### config.mk
export PLATFORM = sky130hd
export DESIGN_NAME = spi_reg_arbiter
export DESIGN_NICKNAME = d
export VERILOG_FILES = /design/src/rtl/spi_reg_arbiter.sv
export SDC_FILE = /design/constraint.sdc
export NUM_CORES = 1
export LEC_CHECK = 0
export ABC_AREA = 1
export CELL_PAD_IN_SITES_DETAIL_PLACEMENT = 0
export CELL_PAD_IN_SITES_GLOBAL_PLACEMENT = 1
export CORE_ASPECT_RATIO = 0.8
export CORE_MARGIN = 2
export CORE_UTILIZATION = 31
export CTS_CLUSTER_DIAMETER = 60
export CTS_CLUSTER_SIZE = 40
export DETAILED_ROUTE_END_ITERATION = 10
export PLACE_DENSITY = 0.82
export SLEW_MARGIN = 5
export SYNTH_ARGS = -nofsm -noshare
export SYNTH_HDL_FRONTEND = slang
export SYNTH_SLANG_ARGS = --single-unit
### constraint.sdc
create_clock -name clk -period 1.8 [get_ports clk]
set_input_delay 0.27 -clock clk [delete_from_list [all_inputs] [get_ports clk]]
set_output_delay 0.27 -clock clk [all_outputs]
set_load 0.01 [all_outputs]
### src/rtl/spi_reg_arbiter.sv
// Round-robin arbiter sharing one single-port register bank between a buffered
// SPI pulse interface and an internal req/ack requester (clk_32m domain).
module spi_reg_arbiter #(
    parameter int unsigned AW = 7,
    parameter int unsigned DW = 8
) (
    input  logic          clk,
    input  logic          reset,

    input  logic          spi_re_p,
    input  logic          spi_we_p,
    input  logic [AW-1:0] spi_addr,
    input  logic [DW-1:0] spi_wdat,
    output logic [DW-1:0] spi_rdat,
    output logic          spi_rvalid,

    input  logic          int_req,
    input  logic          int_we,
    input  logic [AW-1:0] int_addr,
    input  logic [DW-1:0] int_wdat,
    output logic          int_ack,
    output logic [DW-1:0] int_rdat,

    output logic          bank_en,
    output logic          bank_we,
    output logic [AW-1:0] bank_addr,
    output logic [DW-1:0] bank_wdat,
    input  logic [DW-1:0] bank_rdat,

    input  logic          err_clr,
    output logic          spi_overrun
);

    typedef enum logic [1:0] {
        IDLE  = 2'd0,
        ISSUE = 2'd1,
        DONE  = 2'd2
    } state_t;

    state_t          state;

    logic            slot_valid;
    logic            slot_we;
    logic [AW-1:0]   slot_addr;
    logic [DW-1:0]   slot_wdat;

    logic            last_grant_spi;
    logic            cur_spi;

    logic            spi_pulse;
    logic            int_cand;
    logic            grant_spi;
    logic            grant_int;
    logic            set_overrun;

    // Arbitration: int_req is masked during its own ack cycle so a requester
    // that drops req after seeing ack is not granted a second time.
    always_comb begin
        spi_pulse   = spi_re_p | spi_we_p;
        int_cand    = int_req & ~int_ack;
        grant_spi   = 1'b0;
        grant_int   = 1'b0;
        if (state == IDLE) begin
            if (slot_valid && int_cand) begin
                grant_spi = ~last_grant_spi;
                grant_int = last_grant_spi;
            end else begin
                grant_spi = slot_valid;
                grant_int = int_cand;
            end
        end
        set_overrun = (spi_re_p & spi_we_p) |
                      (spi_pulse & slot_valid & ~grant_spi);
    end

    // One-deep SPI slot; it frees on the grant edge so a pulse there still loads.
    always_ff @(posedge clk or negedge reset) begin
        if (!reset) begin
            slot_valid  <= 1'b0;
            slot_we     <= 1'b0;
            slot_addr   <= '0;
            slot_wdat   <= '0;
            spi_overrun <= 1'b0;
        end else begin
            if (spi_pulse) begin
                if (!slot_valid || grant_spi) begin
                    slot_valid <= 1'b1;
                    slot_we    <= spi_we_p;
                    slot_addr  <= spi_addr;
                    slot_wdat  <= spi_wdat;
                end
            end else if (grant_spi) begin
                slot_valid <= 1'b0;
            end

            if (set_overrun) begin
                spi_overrun <= 1'b1;
            end else if (err_clr) begin
                spi_overrun <= 1'b0;
            end
        end
    end

    // Access sequencer: grant, one-cycle bank strobe, then return data / ack.
    always_ff @(posedge clk or negedge reset) begin
        if (!reset) begin
            state          <= IDLE;
            last_grant_spi <= 1'b0;
            cur_spi        <= 1'b0;
            bank_en        <= 1'b0;
            bank_we        <= 1'b0;
            bank_addr      <= '0;
            bank_wdat      <= '0;
            spi_rdat       <= '0;
            spi_rvalid     <= 1'b0;
            int_ack        <= 1'b0;
            int_rdat       <= '0;
        end else begin
            spi_rvalid <= 1'b0;
            int_ack    <= 1'b0;
            case (state)
                IDLE: begin
                    if (grant_spi) begin
                        bank_en        <= 1'b1;
                        bank_we        <= slot_we;
                        bank_addr      <= slot_addr;
                        bank_wdat      <= slot_wdat;
                        cur_spi        <= 1'b1;
                        last_grant_spi <= 1'b1;
                        state          <= ISSUE;
                    end else if (grant_int) begin
                        bank_en        <= 1'b1;
                        bank_we        <= int_we;
                        bank_addr      <= int_addr;
                        bank_wdat      <= int_wdat;
                        cur_spi        <= 1'b0;
                        last_grant_spi <= 1'b0;
                        state          <= ISSUE;
                    end
                end
                ISSUE: begin
                    bank_en <= 1'b0;
                    state   <= DONE;
                end
                DONE: begin
                    if (!bank_we) begin
                        if (cur_spi) begin
                            spi_rdat   <= bank_rdat;
                            spi_rvalid <= 1'b1;
                        end else begin
                            int_rdat <= bank_rdat;
                        end
                    end
                    if (!cur_spi) begin
                        int_ack <= 1'b1;
                    end
                    state <= IDLE;
                end
                default: begin
                    bank_en <= 1'b0;
                    state   <= IDLE;
                end
            endcase
        end
    end

endmodule

Yosys cells after proc, flatten, opt, wreduce, memory -nomap -nowiden

Cells that the tools add are included.

Equality and inequality tests: 4
Muxes and demuxes: 28
Bitwise gates (word level): 11
Reduce and logical (&&, ||, !) cells: 13

Operator list:

| kind                 | number |
|---|---|
| $mux W1              | 20 |
| $mux W8              | 2 |
| $mux W7              | 2 |
| $reduce_and A2 Y1    | 4 |
| $reduce_and A3 Y1    | 2 |
| $reduce_bool A2 Y1   | 3 |
| $not A1 Y1           | 5 |
| $and A1 B1 Y1        | 4 |
| $mux W2              | 2 |
| $pmux W2 S2          | 1 |
| $ne A3 B3 Y1 const B | 1 |
| $eq A2 B1 Y1 const B | 1 |
| $eq A2 B2 Y1 const B | 1 |
| $logic_not A2 Y1     | 1 |
| $ne A2 B1 Y1 const B | 1 |
| $or A1 B1 Y1         | 2 |
| $pmux W1 S2          | 1 |
| $logic_and A1 B1 Y1  | 1 |
| $logic_not A1 Y1     | 1 |
| $logic_or A1 B1 Y1   | 1 |

Bits in registers: 56
Input bits: 45
Output and inout port bits: 36
Logic and storage cells: 71

Longest topological paths before layout

Word-level depth: 9
Gate-level depth with buffers: 8
Depth with buffers taken out: 7

Worst setup path after synthesis

Ideal clock, no wire load.

Path kind: register -> register
Start point: register slot_valid
End point: register bank_addr[0]
Setup time: 0.117 ns
Data arrival time: 1.128 ns
Data required time: 1.683 ns
Setup slack: 0.555 ns
Cell stages (with the launch flop): 6
Buffers on the path: 1
Period minus slack after synthesis: 1.245 ns
Cell sequence: dfrtp_1 -> o21ai_2 -> inv_4 -> buf_6 -> nand3_2 -> nand2_1

Cells in the longest elaborated chain, start to end: 5

RTL lines:

| element                      | line | text |
|---|---|---|
| start, declared              | 42   | `logic slot_valid;` |
| start signal, assigned       | 79   | `slot_valid <= 1'b0;` |
| start signal, assigned       | 87   | `slot_valid <= 1'b1;` |
| start signal, assigned       | 93   | `slot_valid <= 1'b0;` |
| $logic_and A1 B1 Y1          | 64   | `if (slot_valid && int_cand) begin` |
| $mux W1                      | 64   |  |
| $mux W1                      | 63   | `if (state == IDLE) begin` |
| $reduce_bool A2 Y1 (no line) | -    |  |
| $reduce_and A2 Y1 (no line)  | -    |  |
| end signal, assigned         | 126  | `bank_addr <= slot_addr;` |
| end signal, assigned         | 134  | `bank_addr <= int_addr;` |
| end, declared                | 26   | `output logic [AW-1:0] bank_addr,` |

Parallel ways exist; a longest one is shown, timed or not.
A chain may end at the register's enable or synchronous reset.

Final worst setup path

Start point: register bank_we
End point: output bank_we

RTL lines:

| element                | line | text |
|---|---|---|
| start, declared        | 25   | `output logic bank_we,` |
| start signal, assigned | 125  | `bank_we <= slot_we;` |
| start signal, assigned | 133  | `bank_we <= int_we;` |

No word-level cell between the ends.

==> results.toml <==
[place]
io_buffers = 80
dp_hpwl_mm = 4.46
gp_congestion = 0.810
place_ws_ns = 0.0822

[power_and_ir_drop]
p_sw_mw = 2.32
combPwrFrac_pct = 49.5
switching_share_pct = 39.6
power.density_mw_per_mm2 = 1660
clkPwrFrac_pct = 11.9
vdd_drop_max_v = 0.000732
pwr-share-seq_pct = 38.6
p_leak_nw = 1.80
internal_power_mw = 3.54

[drt]
drt_iter0_markers = 79
drcViolationCount = 0
wire_per_inst_microns = 11.8
drt_first_pass_iters = 4
drt-total-wl_mm = 5.78
ant_nets = 0
vias = 2099
via_per_inst = 4.29

[setup_path]
criticalPathCategory = "flip-flop to output port"
cp_cell_sequence = "clkdlybuf4s50_1"
path_buf_inv = 1
crit_family = "buffers and inverters"
cp_slowest_cell = "clkdlybuf4s50_1"
crit_required_ns = 1.53
end_kind = "output port"
critPathLaunchType = "flip-flop"
slowest_delay_ns = 0.56
critical_path_arrival_ns = 1.27
path_max_fanout = 4

[synth]
netlist_instances = 298
syn_nets = 343
yosysSeqAreaShare_pct = 55.4
yosys_warnings = 0
synth_area_per_cell_sq_um = 8.49
netlist_area_sq_mm = 0.00253
ys_ff_latch = 56
yosysUniqueCellTypes = 18

[sta]
fin_ws_ns = 0.260
setup_violations = 0
min_period_ns = 1.54
finalCritPeriodShare_pct = 85.6
skew_ns = 0.00156
tns_ns = 0
rsz0062_at_grt = "false"
fmax_mhz = 649
final_hold_viol_count = 0
slew_viol_final = 0
maxSlewHeadroom_pct = 66.9
tightestPinTransition_ns = 0.496

[floorplan]
die_area_sq_mm = 0.00890
coreArea_sq_mm = 0.00791
io_pins = 81
start_util_pct = 32.0
chipWidth_microns = 105
num_rows = 29
dieHeight_microns = 84.8

[global_routing]
grt_antenna_before_repair = 0
grt_pass1_vias = 2080
grt_first_pass_wirelength_mm = 9.85
grt_use_total_pct = 13.7
grt.overflow.total = 0
grt_max_degree = 40

[finish]
drive_gt1_share_pct = 7.61
syn2layout_area_growth_pct = 39.9
final_nets = 425
fin_util_pct = 44.7
n_antenna_cell = 0

[cts]
htreeDepth = 2
clk_latency_ns = 0.30
cts_tree = "built"
clk_path_buf_depth = 2
cts.repair.resized = 0
cts-buffers-inserted = 5
cts.sinks = 56
cts-root-buf = "clkbuf_8"
path_clk_slew_ns = 0.09

[job]
drv_cap = 0

[hold_path]
hold_class = "primary input to asynchronous set/reset pin"

[run_status]
outcome = "finished clean"
[power groups by stage]
stage          registers [mW]  logic, mW  clock network [mW]
3_3_place_gp             2.29       2.87                   0
5_1_grt                  2.34       3.28               0.776
6_report                 2.26       2.90               0.698
3_5_place_dp             2.29       2.95                   0
2_1_floorplan            2.41       1.57                   0
4_1_cts                  2.27       2.96               0.723
[routing by layer]
| metal | global-route usage [%] | up-vias | share of wire (%) |
|---|---|---|---|
| li1 | - | 1078 | - |
| met1 | 19.0 | 963 | 48 |
| met2 | 21.5 | 53 | 45 |
| met3 | 3.65 | 5 | 5.5 |
| met4 | 2.91 | 0 | 0.59 |
| met5 | 0 | - | 0 |
[through the flow]
stage / power [mW] / area, sq um / hold slack, ns / instances
floorplan: 3.98 / 2530 / -0.0256 / 298
global placement: 5.16 / 3430 / 0.232 / 480
detailed placement: 5.24 / 3430 / 0.235 / 480
CTS: 5.95 / 3540 / 0.440 / 489
global route: 6.39 / 3540 / 0.465 / 489
finish: 5.86 / 3540 / 0.435 / 489
[layout make-up]
class / instances / area, sq um
tap: 108 / 135
inverter: 50 / 190
timing repair buffer: 85 / 848
sequential: 56 / 1400
fill: 802 / 4370
multi-input combinational: 182 / 870
clock inverter: 2 / 10.0
clock buffer: 6 / 82.6
[final timing paths]
path / startpoint / to / slack, ns / depth (start not counted)
setup / recovery: bank_we / bank_we / 0.26 / 1
hold / removal: reset / int_rdat[7] / 0.43 / 2
setup reg to reg: state[0] / bank_addr[5] / 0.34 / 6
hold reg to reg: slot_addr[0] / slot_addr[0] / 0.48 / 2
max in group asynchronous: reset / slot_wdat[6] / 0.82 / 3
min in group clk: slot_addr[0] / slot_addr[0] / 0.48 / 2
[cell families after synthesis]
| group | Yosys count | share of synthesized area (%) |
|---|---|---|
| simple gates | 162 | 30.2 |
| buf+inv | 60 | 10.2 |
| flops | 56 | 55.4 |
| compound gates | 20 | 4.21 |
[worst reg2reg max path, stage by stage (launching register included)]
cell and delay, ns:
dfrtp_1 0.45, nor2_4 0.18, nand2_1 0.06, inv_1 0.35, nand3_1 0.16, nand3_2 0.11
nand2_1 0.05
[synth_stat cells]
| master | n | area [sq um] |
|---|---|---|
| a22oi_1 | 1 | 7.51 |
| nand3_2 | 9 | 90.1 |
| nor3_1 | 1 | 5.00 |
| nand2_1 | 103 | 387 |
| buf_2 | 3 | 15.0 |
| nor2_4 | 1 | 11.3 |
| nand2_4 | 2 | 22.5 |
| buf_4 | 3 | 22.5 |
| nand3_1 | 38 | 190 |
| inv_4 | 1 | 6.26 |
| clkbuf_1 | 2 | 7.51 |
| buf_6 | 2 | 22.5 |
| o21ai_2 | 1 | 8.76 |
| o21ai_0 | 18 | 90.1 |
| nand3_4 | 2 | 35.0 |
| inv_1 | 49 | 184 |
| dfrtp_1 | 56 | 1400 |
| nor2_1 | 6 | 22.5 |
[placed cells by master, fill, tap and decap left out]
cell type,n
a22oi_1,1
buf_12,1
buf_2,1
buf_4,3
clkbuf_8,6
clkdlybuf4s50_1,79
clkinv_2,2
dfrtp_1,56
dlygate4sd3_1,1
inv_1,49
inv_4,1
nand2_1,103
nand2_4,2
nand3_1,38
nand3_2,9
nand3_4,2
nor2_1,6
nor2_4,1
nor3_1,1
o21ai_0,18
o21ai_2,1
[state kept, by name, summed over array words and instances, names as in the netlist]
signal	cells
spi_rvalid	1
slot_wdat	8
int_ack	1
bank_en	1
bank_addr	7
spi_rdat	8
slot_addr	7
slot_we	1
bank_wdat	8
state	2
slot_valid	1
int_rdat	8
spi_overrun	1
cur_spi	1
bank_we	1
[what timing repair did]
item	in CTS	in global routing
hold buffers	1	0
hold endpoints to repair	17	0
buffers inserted	0	0
(Power assumes the default switching activity.)
